$ cat config.mk
export PLATFORM = sky130hd
export DESIGN_NAME = pulse_gen
export DESIGN_NICKNAME = d
export VERILOG_FILES = /design/src/rtl/pulse_gen_pkg.sv /design/src/rtl/pulse_gen_trig_sync.sv /design/src/rtl/pulse_gen.sv
export SDC_FILE = /design/constraint.sdc
export NUM_CORES = 1
export LEC_CHECK = 0
export CAP_MARGIN = 5
export CORE_ASPECT_RATIO = 2
export CORE_MARGIN = 1
export CORE_UTILIZATION = 58
export CTS_BUF_LIST = sky130_fd_sc_hd__clkbuf_8 sky130_fd_sc_hd__clkbuf_16
export CTS_CLUSTER_DIAMETER = 40
export DETAILED_ROUTE_END_ITERATION = 16
export PLACE_DENSITY = 0.81
export SYNTH_ARGS = -nofsm -noshare
export SYNTH_HDL_FRONTEND = slang
export SYNTH_SLANG_ARGS = --single-unit
export TNS_END_PERCENT = 50
$ cat constraint.sdc
create_clock -name io_clk -period 3.7 [get_ports io_clk]
set_input_delay 0.37 -clock io_clk [delete_from_list [all_inputs] [get_ports io_clk]]
set_output_delay 0.37 -clock io_clk [all_outputs]
set_load 0.02 [all_outputs]
$ cat src/rtl/pulse_gen_pkg.sv
// ============================================================================
// Module      : pulse_gen_pkg
// Description : Shared FSM state encoding and clamp limits for pulse_gen.
// Revision    : 1.0 - initial release
// ============================================================================
`default_nettype none

package pulse_gen_pkg;

  // Pulse-train phases: waiting, driving the active level, driving the gap
  typedef enum logic [1:0] {
    IDLE     = 2'd0,
    ACTIVE   = 2'd1,
    INACTIVE = 2'd2
  } state_e;

  // Two consecutive active samples are needed downstream to see a rising edge
  localparam int unsigned MIN_WIDTH = 2;
  // At least one inactive cycle separates consecutive pulses
  localparam int unsigned MIN_GAP   = 1;

endpackage : pulse_gen_pkg

`default_nettype wire

$ cat src/rtl/pulse_gen_trig_sync.sv
// ============================================================================
// Module      : pulse_gen_trig_sync
// Description : Two-flop synchronizer for an asynchronous trigger pin
//               followed by a registered rising-edge detector. Produces a
//               single-cycle strobe per low-to-high transition of the pin.
// Revision    : 1.0 - initial release
// ============================================================================
`default_nettype none

module pulse_gen_trig_sync (
  input  logic clk,
  input  logic rst_n,
  input  logic trig_async,
  output logic trig_rise
);

  logic meta_q, meta_d;
  logic sync_q, sync_d;
  logic prev_q, prev_d;
  logic rise_q, rise_d;

  // Next-state of the synchronizer chain and edge detector
  always_comb begin
    meta_d = trig_async;
    sync_d = meta_q;
    prev_d = sync_q;
    rise_d = sync_q & ~prev_q;
  end

  // Synchronizer, history and edge-strobe registers
  always_ff @(posedge clk or negedge rst_n) begin
    if (!rst_n) begin
      meta_q <= 1'b0;
      sync_q <= 1'b0;
      prev_q <= 1'b0;
      rise_q <= 1'b0;
    end else begin
      meta_q <= meta_d;
      sync_q <= sync_d;
      prev_q <= prev_d;
      rise_q <= rise_d;
    end
  end

  assign trig_rise = rise_q;

endmodule : pulse_gen_trig_sync

`default_nettype wire

$ cat src/rtl/pulse_gen.sv
// ============================================================================
// Module      : pulse_gen
// Description : Programmable pulse-train generator. Latches width, period,
//               pulse count and idle level on start, then emits the train on
//               io_pulsePort with progress count, busy and done reporting.
//               Optional macro PULSE_GEN_EXT_TRIG_EN adds an asynchronous
//               external trigger input (io_extTrig) that acts as io_start.
// Revision    : 1.0 - initial release
// ============================================================================
`default_nettype none

module pulse_gen
  import pulse_gen_pkg::*;
#(
  parameter int CNT_WIDTH = 32
) (
  input  logic                 io_clk,
  input  logic                 io_rstn,
  input  logic                 io_start,
  input  logic                 io_stop,
  input  logic                 io_defaultLevel_Pulse,
  input  logic [CNT_WIDTH-1:0] io_pulseWidth,
  input  logic [CNT_WIDTH-1:0] io_pulsePeriod,
  input  logic [CNT_WIDTH-1:0] io_pulseNum,
`ifdef PULSE_GEN_EXT_TRIG_EN
  input  logic                 io_extTrig,
`endif
  output logic                 io_pulsePort,
  output logic                 io_busy,
  output logic                 io_done,
  output logic [CNT_WIDTH-1:0] io_pulseCnt
);

  state_e               state_q, state_d;
  logic [CNT_WIDTH-1:0] width_q, width_d;       // latched active length
  logic [CNT_WIDTH-1:0] gap_q, gap_d;           // latched inactive length
  logic [CNT_WIDTH-1:0] num_q, num_d;           // latched pulse count, 0 = endless
  logic                 def_q, def_d;           // latched idle level
  logic [CNT_WIDTH-1:0] act_cnt_q, act_cnt_d;   // active cycles left, incl. current
  logic [CNT_WIDTH-1:0] gap_cnt_q, gap_cnt_d;   // inactive cycles left, incl. current
  logic [CNT_WIDTH-1:0] pulse_cnt_q, pulse_cnt_d;
  logic                 pulse_q, pulse_d;
  logic                 busy_q, busy_d;
  logic                 done_q, done_d;

  logic                 start_req;
  logic [CNT_WIDTH-1:0] width_clamp;
  logic                 period_short;
  logic [CNT_WIDTH-1:0] gap_clamp;
  logic                 last_pulse;
  logic [CNT_WIDTH-1:0] pulse_cnt_inc;

`ifdef PULSE_GEN_EXT_TRIG_EN
  logic trig_rise;

  // A trigger edge during cycle c shows on io_pulsePort in cycle c+4:
  // two synchronizer stages, one edge-detect stage, one FSM stage.
  pulse_gen_trig_sync u_trig_sync (
    .clk        (io_clk),
    .rst_n      (io_rstn),
    .trig_async (io_extTrig),
    .trig_rise  (trig_rise)
  );

  assign start_req = io_start | trig_rise;
`else
  assign start_req = io_start;
`endif

  // Config clamping: the period is turned into a gap length here so the
  // FSM only ever counts down two independent phase lengths. The compare is
  // done one bit wider so a width of all-ones cannot wrap width+1.
  always_comb begin
    width_clamp  = (io_pulseWidth < CNT_WIDTH'(MIN_WIDTH)) ? CNT_WIDTH'(MIN_WIDTH)
                                                           : io_pulseWidth;
    period_short = ({1'b0, io_pulsePeriod} <
                    ({1'b0, width_clamp} + (CNT_WIDTH+1)'(MIN_GAP)));
    gap_clamp    = period_short ? CNT_WIDTH'(MIN_GAP) : (io_pulsePeriod - width_clamp);
  end

  // Completion test and saturating pulse-count increment
  always_comb begin
    last_pulse    = (num_q != '0) && (pulse_cnt_q == num_q);
    pulse_cnt_inc = (pulse_cnt_q == '1) ? pulse_cnt_q : (pulse_cnt_q + CNT_WIDTH'(1));
  end

  // Next-state and output logic. io_pulsePort is registered, so pulse_d is
  // the level for the following cycle. On the final pulse the FSM returns to
  // IDLE at the edge that opens the last inactive cycle, so done and the
  // busy drop appear in that cycle while the line still shows the gap level.
  always_comb begin
    state_d     = state_q;
    width_d     = width_q;
    gap_d       = gap_q;
    num_d       = num_q;
    def_d       = def_q;
    act_cnt_d   = act_cnt_q;
    gap_cnt_d   = gap_cnt_q;
    pulse_cnt_d = pulse_cnt_q;
    pulse_d     = pulse_q;
    busy_d      = busy_q;
    done_d      = 1'b0;

    case (state_q)
      IDLE: begin
        pulse_d = io_defaultLevel_Pulse;
        busy_d  = 1'b0;
        if (start_req && !io_stop) begin
          width_d     = width_clamp;
          gap_d       = gap_clamp;
          num_d       = io_pulseNum;
          def_d       = io_defaultLevel_Pulse;
          act_cnt_d   = width_clamp;
          // Count is cleared and the first pulse counted in the same step
          pulse_cnt_d = CNT_WIDTH'(1);
          pulse_d     = ~io_defaultLevel_Pulse;
          busy_d      = 1'b1;
          state_d     = ACTIVE;
        end
      end

      ACTIVE: begin
        if (io_stop) begin
          pulse_d = def_q;
          busy_d  = 1'b0;
          state_d = IDLE;
        end else if (act_cnt_q == CNT_WIDTH'(1)) begin
          pulse_d = def_q;
          if (last_pulse && (gap_q == CNT_WIDTH'(1))) begin
            busy_d  = 1'b0;
            done_d  = 1'b1;
            state_d = IDLE;
          end else begin
            gap_cnt_d = gap_q;
            state_d   = INACTIVE;
          end
        end else begin
          act_cnt_d = act_cnt_q - CNT_WIDTH'(1);
          pulse_d   = ~def_q;
        end
      end

      INACTIVE: begin
        if (io_stop) begin
          pulse_d = def_q;
          busy_d  = 1'b0;
          state_d = IDLE;
        end else if (last_pulse && (gap_cnt_q == CNT_WIDTH'(2))) begin
          pulse_d = def_q;
          busy_d  = 1'b0;
          done_d  = 1'b1;
          state_d = IDLE;
        end else if (gap_cnt_q == CNT_WIDTH'(1)) begin
          act_cnt_d   = width_q;
          pulse_cnt_d = pulse_cnt_inc;
          pulse_d     = ~def_q;
          state_d     = ACTIVE;
        end else begin
          gap_cnt_d = gap_cnt_q - CNT_WIDTH'(1);
          pulse_d   = def_q;
        end
      end

      default: begin
        pulse_d = def_q;
        busy_d  = 1'b0;
        state_d = IDLE;
      end
    endcase
  end

  // State, latched configuration, counters and registered outputs
  always_ff @(posedge io_clk or negedge io_rstn) begin
    if (!io_rstn) begin
      state_q     <= IDLE;
      width_q     <= '0;
      gap_q       <= '0;
      num_q       <= '0;
      def_q       <= 1'b0;
      act_cnt_q   <= '0;
      gap_cnt_q   <= '0;
      pulse_cnt_q <= '0;
      pulse_q     <= 1'b0;
      busy_q      <= 1'b0;
      done_q      <= 1'b0;
    end else begin
      state_q     <= state_d;
      width_q     <= width_d;
      gap_q       <= gap_d;
      num_q       <= num_d;
      def_q       <= def_d;
      act_cnt_q   <= act_cnt_d;
      gap_cnt_q   <= gap_cnt_d;
      pulse_cnt_q <= pulse_cnt_d;
      pulse_q     <= pulse_d;
      busy_q      <= busy_d;
      done_q      <= done_d;
    end
  end

  assign io_pulsePort = pulse_q;
  assign io_busy      = busy_q;
  assign io_done      = done_q;
  assign io_pulseCnt  = pulse_cnt_q;

endmodule : pulse_gen

`default_nettype wire

Yosys cells after proc, flatten, opt, wreduce, memory -nomap -nowiden:

Cells that the tools add are included.

* latch bits: 0
* memories kept: 0
* bits in registers: 198
* word-level logic and storage cells: 108
* bits in read-only memories: 0
* output and inout port bits: 35
* memory bits (writable): 0

* magnitude comparators: 2
* add/sub/neg operators: 5
* bitwise operators: 2
* equality and inequality tests: 22
* shift-type cells: 0
* $mul: 0
* reduce and logical (&&, ||, !) cells: 16
* mux-type cells: 50
* divide/modulo/power cells: 0

Operators by type and width (number)
* 2-to-1 mux 32 bit: 19
* one-hot mux 32 bit (2 select lines): 2
* equality test 32 x 1 -> 1 bit (second input constant): 3
* one-hot mux 32 bit (3 select lines): 1
* subtractor 32 x 1 -> 32 bit (second input constant): 2
* adder 32 x 1 -> 33 bit (second input constant): 1
* < comparator 32 x 33 -> 1 bit: 1
* adder 32 x 1 -> 32 bit (second input constant): 1
* equality test 32 x 2 -> 1 bit (second input constant): 1
* equality test 32 bit: 1
* equality test 32 bit (second input constant): 1
* < comparator 32 x 2 -> 1 bit (second input constant): 1
* nonzero test 32 bit: 1
* subtractor 32 bit: 1
* inequality test 2 bit (second input constant): 10
* 2-to-1 mux 1 bit: 17
* 2-to-1 mux 2 bit: 7
* AND reduction 7 bit: 2
* inequality test 3 bit (second input constant): 3
* one-hot mux 1 bit (3 select lines): 2
* one-hot mux 2 bit (3 select lines): 1
* AND reduction 3 bit: 2
* AND reduction 6 bit: 1
* logical AND 1 bit: 4
* other kinds (10): 12

Logic depth before layout (Yosys ltp):

Gate-level depths: netlist (run 1).

* word-level depth: 7
* gate-level depth with buffers: 23

Worst setup path after synthesis (run 1):

OpenSTA, ideal clock, no wires.

* kind: input to register
* from: input port io_pulseWidth[2]
* to: register gap_q[10]
* data arrival time: 4.049 ns
* setup time: 0.083 ns
* slack: -0.432 ns
* stages: 22
* cells stage by stage: clkbuf_1 nor4_1 nand4_1 nor2_1 nor2_1 inv_1 ha_1 nand4_1 nor2_1 nand4_1 nor2_1 nand3_1 xnor2_1 ha_1 nand4_1 a21bo_2 nor3_1 a21oi_1 a21oi_2 inv_1 clkbuf_1 o21ai_0

* word-level cells in the longest chain between the ends: 5
* elaborated cells between the ends (all ways): 6

Ends and longest elaborated chain
* start: declaration: line pulse_gen.sv:22 `input logic [CNT_WIDTH-1:0] io_pulseWidth,`
* < comparator 32 x 2 -> 1 bit *: line pulse_gen.sv:74 `width_clamp = (io_pulseWidth < CNT_WIDTH'(MIN_WIDTH)) ? CNT_WIDTH'(MIN_WIDTH)`
* 2-to-1 mux 32 bit *: line pulse_gen.sv:74
* net width_clamp[1]: line pulse_gen.sv:47 `logic [CNT_WIDTH-1:0] width_clamp;`
* adder 32 x 1 -> 33 bit: line pulse_gen.sv:77 `({1'b0, width_clamp} + (CNT_WIDTH+1)'(MIN_GAP)));`
* < comparator 32 x 33 -> 1 bit: line pulse_gen.sv:76 `period_short = ({1'b0, io_pulsePeriod} <`
* 2-to-1 mux 32 bit *: line pulse_gen.sv:78 `gap_clamp = period_short ? CNT_WIDTH'(MIN_GAP) : (io_pulsePeriod - width_clamp);`
* end signal: assignment: line pulse_gen.sv:189 `gap_q <= gap_d;`
* end: declaration: line pulse_gen.sv:36 `logic [CNT_WIDTH-1:0] gap_q, gap_d;`

Mark *: on every way through the listed nets, which the timed path passes. The rest lies on a longest branch.
A chain may end at the register's enable or synchronous reset.

Worst setup path in the final report (run 1):

* from: input port io_pulseWidth[22]
* to: register gap_q[31]

The elaborated chain is that of the path after synthesis.

==> results of run 1 <==
[layout make-up]
class | instances | area, sq um | area share [%]
Inverter | 67 | 259 | 1.51
Clock inverter | 15 | 264 | 1.54
Sequential cell | 198 | 4950 | 28.9
Timing Repair Buffer | 279 | 2490 | 14.6
Multi-Input combinational cell | 1292 | 8340 | 48.7
Timing Repair inverter | 3 | 28.8 | 0.168
Clock buffer | 17 | 425 | 2.48
Tap cell | 280 | 350 | 2.05
[per-layer routing]
layer | vias to the layer above | wire (um) | share of wire [%] | global-route usage, %
met5 | - | 13 | 0.029 | 0
met4 | 2 | 4410 | 9.7 | 34.5
met3 | 272 | 3110 | 6.9 | 10.8
met2 | 716 | 23700 | 52 | 68.3
met1 | 6569 | 14000 | 31 | 36.5
li1 | 6286 | - | - | -
[how the worst max path moves through the flow]
stage	from	to	slack, ns
CTS	io_pulseWidth[3]	act_cnt_q[1]	-0.17
detailed placement	io_pulseWidth[13]	gap_q[7]	-1.17
global route	io_pulseWidth[2]	gap_q[31]	-0.51
finish	io_pulseWidth[22]	gap_q[31]	-0.37
floorplan	io_pulseWidth[31]	gap_q[10]	-0.03
global placement	io_pulseWidth[13]	gap_q[31]	-1.27
[power breakdown]
part,switching [uW],internal (uW),total [uW]
clock,915,1290,2200
combinational,2850,1940,4790
sequential,1070,3090,4160
[sequential cells by signal, summed over array words and instances, names as in the netlist]
signal / count
io_pulsePort: 1
io_pulseCnt: 32
act_cnt_q: 32
gap_q: 32
io_busy: 1
state_q: 2
num_q: 32
def_q: 1
gap_cnt_q: 32
io_done: 1
width_q: 32
[through the flow]
step / setup WS, ns / utilization, %
2_1_floorplan: -0.0260 / -
3_3_place_gp: -1.27 / 69.6
3_5_place_dp: -1.17 / 69.6
4_1_cts: -0.170 / 74.4
5_1_grt: -0.510 / 75.3
6_report: -0.371 / 75.3
[cells in the mapped netlist (all sizes together), types with 5 or more instances]
cell type,n,area share (%)
nand2,280,7.8
dfrtp,198,37
o21ai,160,5.9
nor2,92,2.6
xnor2,84,5.5
ha,74,6.9
nand3,69,2.6
inv,67,1.9
clkbuf,66,1.8
nor3,66,2.6
a21oi,65,2.5
nor4,62,3.2
xor2,46,3.0
nand4,33,1.5
a21o,32,1.8
o211ai,27,1.5
nand3b,21,1.2
or3,16,0.74
buf,14,0.50
and3,12,0.56
a221oi,10,0.65
nand2b,10,0.46
or2,10,0.46
a22o,8,0.52
o21bai,8,0.45
or4,8,0.47
a31oi,7,0.32
and2,7,0.32
nor2b,7,0.32
a22oi,6,0.33
nor3b,6,0.37
a211oi,5,0.28
nor4b,5,0.53
[timing repair]
action	in CTS	in global routing
hold buffers	1	0
gates cloned	3	0
setup buffers	29	6
resized for setup	151	73
hold endpoints to repair	69	0
pin swaps	45	31
endpoints found under the setup margin	32	80
[logic make-up after synthesis]
kind of cell | count (synthesis)
simple gates | 707
buf+inv | 147
fa+ha+maj | 75
compound gates | 373
xor+xnor | 130
mux | 7
flops | 198
[critical path, delay by kind of cell]
family / cells / cell delay, ns
AO/OA/AOI/OAI: 9 / 1.32
XOR/XNOR: 1 / 0.10
adder cells (fa/ha/maj): 2 / 0.45
buffers and inverters: 5 / 0.68
AND/OR/NAND/NOR: 8 / 1.50
==> results.yml, run 1 <==
status:
  outcome: "finished, violations left"
  violated_checks: "setup timing"
floorplanning:
  ioPinCount: 136
  floorplan.initialDensity_pct: 59.3
  core-area_sq_um: 22700
  fp.dieArea_sq_um: 23900
  die_h_um: 218
  num_rows: 78
  fp.dieW_um: 110
finish:
  post-route-cell-area_sq_um: 17100
  most-common-layout-cells: "278 x sky130_fd_sc_hd__nand2_1, 198 x sky130_fd_sc_hd__dfrtp_1, 135 x sky130_fd_sc_hd__o21ai_0"
  final_layout_size_suffix_gt1_share_pct: 16.1
  num-fill-cells: 1657
  areaGrowthSynthToFinish_pct: 26.9
  post_layout_nonfiller_instances: 2151
  antenna_cells_inserted: 0
  fin_nets: 2034
  layout.cells.most_common: "sky130_fd_sc_hd__nand2_1"
setup_path:
  worst_r2r_startpoint: "gap_cnt_q[4]"
  worst-endpoint-required_ns: 4.06
  critical_path.startpoint_type: "input pin"
  crit_path_max_incr_delay_ns: 0.31
  critPathCaptureType: "flop"
  r2r_end: "io_pulseCnt[26]"
  crit_arrival_ns: 4.43
  crit_path_top_delay_cell: "sky130_fd_sc_hd__ha_1"
  r2r.worst_path.cells: 10
  crit_path_max_fanout: 6
  ff2ff_setup_slack_ns: 0.41
  timing.setup.critical_path_class: "in -> reg"
placement:
  io_buffers: 135
  gpl.final_weighted_congestion: 0.971
  placedCellCount: 2080
  detailed_place.area_sq_um: 15800
  sum_of_net_half_perimeters_after_detailed_placement_um: 31600
synthesis:
  synthFlopType: "sky130_fd_sc_hd__dfrtp_1"
  synth_compound_gate_area_share_pct: 17.2
  synth_xor_xnor_area_share_pct: 8.44
  main_combinational_cell_family_by_area_after_synthesis: "simple AND/OR/NAND/NOR gates"
  share_of_flip_flops_with_an_asynchronous_set_or_reset_pct: 100
  yosys.area_share.adder_pct: 7.01
  synthDistinctLibCells: 72
  synth-edff-count: 0
  mappedNetlistArea_sq_um: 13500
  yosys-mux-area-fraction_pct: 0.547
  post_synth.cell_area_avg_sq_um: 8.24
  syn_inst: 1637
  yosys_warnings: 0
  synth_fp_nets: 1813
  yosysSeqAreaShare_pct: 36.7
  synth_seq_cells: 198
  synth-simple-area-share_pct: 25.8
clock_tree:
  tritoncts: "built"
  cts-buffers-inserted: 17
  clock_tree.htree_level_count: 4
  tritoncts_num_sinks: 198
  clock_latency_ns: 0.47
  ctsLongestPathBuffers: 2
  cts_root_buffer: "sky130_fd_sc_hd__clkbuf_16"
  worst_setup_hold_path_clk_slew_ns: 0.08
run:
  max-cap-violations: 0
detailed_routing:
  finalWirelength_um: 45300
  drt_first_iter_violations: 1124
  routedWlPerCell_um: 21.0
  drc: 0
  drtPass1Iterations: 8
  antenna_violating_nets_post_route: 0
  viasPerCell: 6.44
  routed-via-count: 13845
timing:
  worstMarginPinSlew_ns: 0.798
  timing.final.ws_setup_ns: -0.371
  setup_repair_after_global_routing_missed_its_margin: "true"
  worst_max_slew_margin_expressed_relative_to_the_limit_pct: 46.8
  skew_ns: 0.00795
  final-hold-violation-count: 0
  drv_slew: 0
  final.setup.tns_ns: -10.32
  fin_worst_hold_slack_ns: 0.296
  share_of_the_clock_period_used_by_the_worst_path_after_layout_pct: 110
  fin_crit_ns: 4.07
  setup_viol_count_final: 33
  clock.fmax_mhz: 246
power:
  vdd.ir_drop.worst_mv: 0.645
  finalPower_uw: 11200
  power_dens_cells_nw_per_um2: 652
  static-leakage-power_uw: 0.00748
global_routing:
  overflow: 0
  total_track_usage_pct: 39.4
  grt_first_pass_wirelength_um: 70400
  grt_pass1_vias: 13644
  grt_antenna_before_repair: 1
  grt_max_degree: 97
min_path:
  min_delay_path_depth: 3
  hold_end: "act_cnt_q[20]"
  hold_class: "in -> reg"
  worst_hold_startpoint: "io_pulseWidth[20]"
Power figures use the tool's default switching activity.
==> run 2: changes to the inputs <==
==> constraint.sdc (replaced) <==
create_clock -name io_clk -period 3.9 [get_ports io_clk]
set_input_delay 0.39 -clock io_clk [delete_from_list [all_inputs] [get_ports io_clk]]
set_output_delay 0.39 -clock io_clk [all_outputs]
set_load 0.02 [all_outputs]
==> run 2 against run 1 <==
Highest routed layer is now met4. Sequential power decreased by 6.5%. Register-to-register slack improved by 0.07 ns. Routed wire length decreased by 3.2%. Final area decreased by 3.1%. Worst hold slack got worse by 0.31 ns. Core utilization decreased by 2.3 points. Critical path depth decreased by 1. Cell count decreased by 1.5%. Power decreased by 8.2%. Count of clock-buffer cells in the layout increased by 3. The flow finishes with violations (hold timing, setup timing). Non-clock buffer count decreased by 29. First-iteration DRC count decreased by 24%.
==> results.yml, run 2 (synthesis results as in run 1) <==
status:
  outcome: "finished, violations left"
  violated_checks: "hold timing, setup timing"
detailed_routing:
  viasPerCell: 6.34
  routed-via-count: 13434
  drc: 0
  drt_first_iter_violations: 858
  finalWirelength_um: 43800
  drtPass1Iterations: 6
  routedWlPerCell_um: 20.7
  antenna_violating_nets_post_route: 0
global_routing:
  global_route.usage.met1_pct: 36.8
  total_track_usage_pct: 39.0
  met3_usage_pct: 9.98
  grt_pass1_vias: 13740
  grt_antenna_before_repair: 1
  gr-max-usage-layer: "met2"
  overflow: 0
  grt_use_met2_pct: 66.4
  grt_first_pass_wirelength_um: 69900
  grt_max_degree: 97
setup_path:
  crit_arrival_ns: 4.41
  crit_path_max_incr_delay_ns: 0.35
  crit_path_top_delay_cell: "sky130_fd_sc_hd__nor4_4"
  cp_cell_sequence: "clkbuf_2 -> nor4_4 -> buf_6 -> nand4_1 -> nor2_2 -> nor2_2 -> inv_1 -> ha_2 -> nand4_1 -> nor2_4 -> buf_12 -> nand3_2 -> xnor2_1 -> ha_1 -> nand2_2 -> nor3b_1 -> o21a_1 -> nor4_4 -> o31ai_4 -> a21oi_2 -> a21oi_4 -> buf_6 -> a21boi_2 -> a22o_1"
  critical_path.startpoint_type: "input pin"
  worst-endpoint-required_ns: 4.25
  timing.setup.critical_path_class: "in -> reg"
  crit_path_max_fanout: 4
  critPathCaptureType: "flop"
finish:
  antenna_cells_inserted: 0
  final_layout_size_suffix_gt1_share_pct: 12.7
  layout.cells.most_common: "sky130_fd_sc_hd__nand2_1"
  finish.utilization_pct: 72.9
  areaGrowthSynthToFinish_pct: 22.9
  most-common-layout-cells: "278 x sky130_fd_sc_hd__nand2_1, 198 x sky130_fd_sc_hd__dfrtp_1, 157 x sky130_fd_sc_hd__o21ai_0"
  fin_nets: 2002
  post-route-cell-area_sq_um: 16600
floorplanning:
  core-area_sq_um: 22700
  ioPinCount: 136
  floorplan.initialDensity_pct: 59.3
  die_h_um: 218
  fp.dieArea_sq_um: 23900
  num_rows: 78
  fp.dieW_um: 110
timing:
  clock.fmax_mhz: 246
  final-hold-violation-count: 10
  worstMarginPinSlew_ns: 0.946
  drv_slew: 0
  setup_repair_after_global_routing_missed_its_margin: "true"
  timing.final.ws_setup_ns: -0.158
  fin_worst_hold_slack_ns: -0.0142
  worst_max_slew_margin_expressed_relative_to_the_limit_pct: 36.9
  fin_crit_ns: 4.06
  share_of_the_clock_period_used_by_the_worst_path_after_layout_pct: 104
  setup_viol_count_final: 18
  skew_ns: 0.0112
power:
  vdd.ir_drop.worst_mv: 0.502
  static-leakage-power_uw: 0.00720
  power_dens_cells_nw_per_um2: 617
run:
  max-cap-violations: 0
placement:
  gpl.final_weighted_congestion: 0.999
  io_buffers: 135
  sum_of_net_half_perimeters_after_detailed_placement_um: 32200
  detailed_place.area_sq_um: 15800
  dp_slack_ns: -1.14
min_path:
  hold_class: "in -> async"
clock_tree:
  ctsLongestPathBuffers: 2
  clock_tree.htree_level_count: 4
  tritoncts: "built"
  cts-buffers-inserted: 17
  clock_latency_ns: 0.47
  tritoncts_num_sinks: 198
  worst_setup_hold_path_clk_slew_ns: 0.07
  cts_root_buffer: "sky130_fd_sc_hd__clkbuf_16"
[run 2: cell types whose count changed in the layout (fill, tap and decap cells not counted), sizes merged]
cell,delta
dlygate4sd2,+7
clkbuf,+10
bufinv,-2
dlygate4sd3,-1
clkinvlp,+4
clkdlybuf4s15,+2
buf,-44
inv,-8
[run 2: what timing repair did]
action / 4_1_cts / 5_1_grt
setup endpoints to repair: 32 / 32
pin swaps: 32 / 25
hold buffers: 0 / 0
gates resized for setup: 64 / 60
buffers inserted: 8 / 4
[run 2: final timing paths]
kind | start | cells past startpoint | endpoint | slack, ns
worst max register to register | num_q[25] | 10 | gap_cnt_q[17] | 0.48
worst min-delay path | io_rstn | 1 | gap_cnt_q[7] | -0.01
worst min register to register | width_q[17] | 2 | width_q[17] | 0.49
max in group asynchronous | io_rstn | 2 | width_q[20] | 3.02
min in group io_clk | io_pulseWidth[31] | 4 | width_q[31] | 0.37
worst max-delay path | io_pulseWidth[27] | 24 | gap_q[31] | -0.16
[run 2: cell type report]
type | count | area (sq um)
Multi-Input combinational cell | 1292 | 8200
Fill cell | 1784 | 6150
Sequential cell | 198 | 4950
Timing Repair Buffer | 250 | 2190
Clock buffer | 20 | 467
Tap cell | 280 | 350
Inverter | 67 | 254
Clock inverter | 12 | 174
[run 2: critical path: cells and delay by family]
kind,cells,cell delay [ns]
xor+xnor,1,0.21
fa+ha+maj,2,0.47
simple gates,10,1.68
compound gates,6,1.00
buf+inv,5,0.65
[run 2: metrics by stage]
stage / total power (uW) / std cells / TNS, ns
after floorplan: 6570 / 1637 / 0
after global placement: 7920 / 2079 / -31.26
after detailed placement: 8110 / 2079 / -34.54
after CTS: 10100 / 2115 / 0
after global routing: 11000 / 2119 / -6.09
final: 10200 / 2119 / -1.11
[run 2: layer usage]
layer,up-vias,share of wire [%]
met5,-,0
met3,283,5.5
met2,567,51
met4,0,11
li1,6206,-
met1,6378,32
[run 2: report_power, final]
group / leakage (uW) / switching, uW / internal (uW) / total (uW)
Sequential: 0.00250 / 953 / 2930 / 3890
Clock: 0.000304 / 827 / 1120 / 1950
Combinational: 0.00440 / 2650 / 1750 / 4400
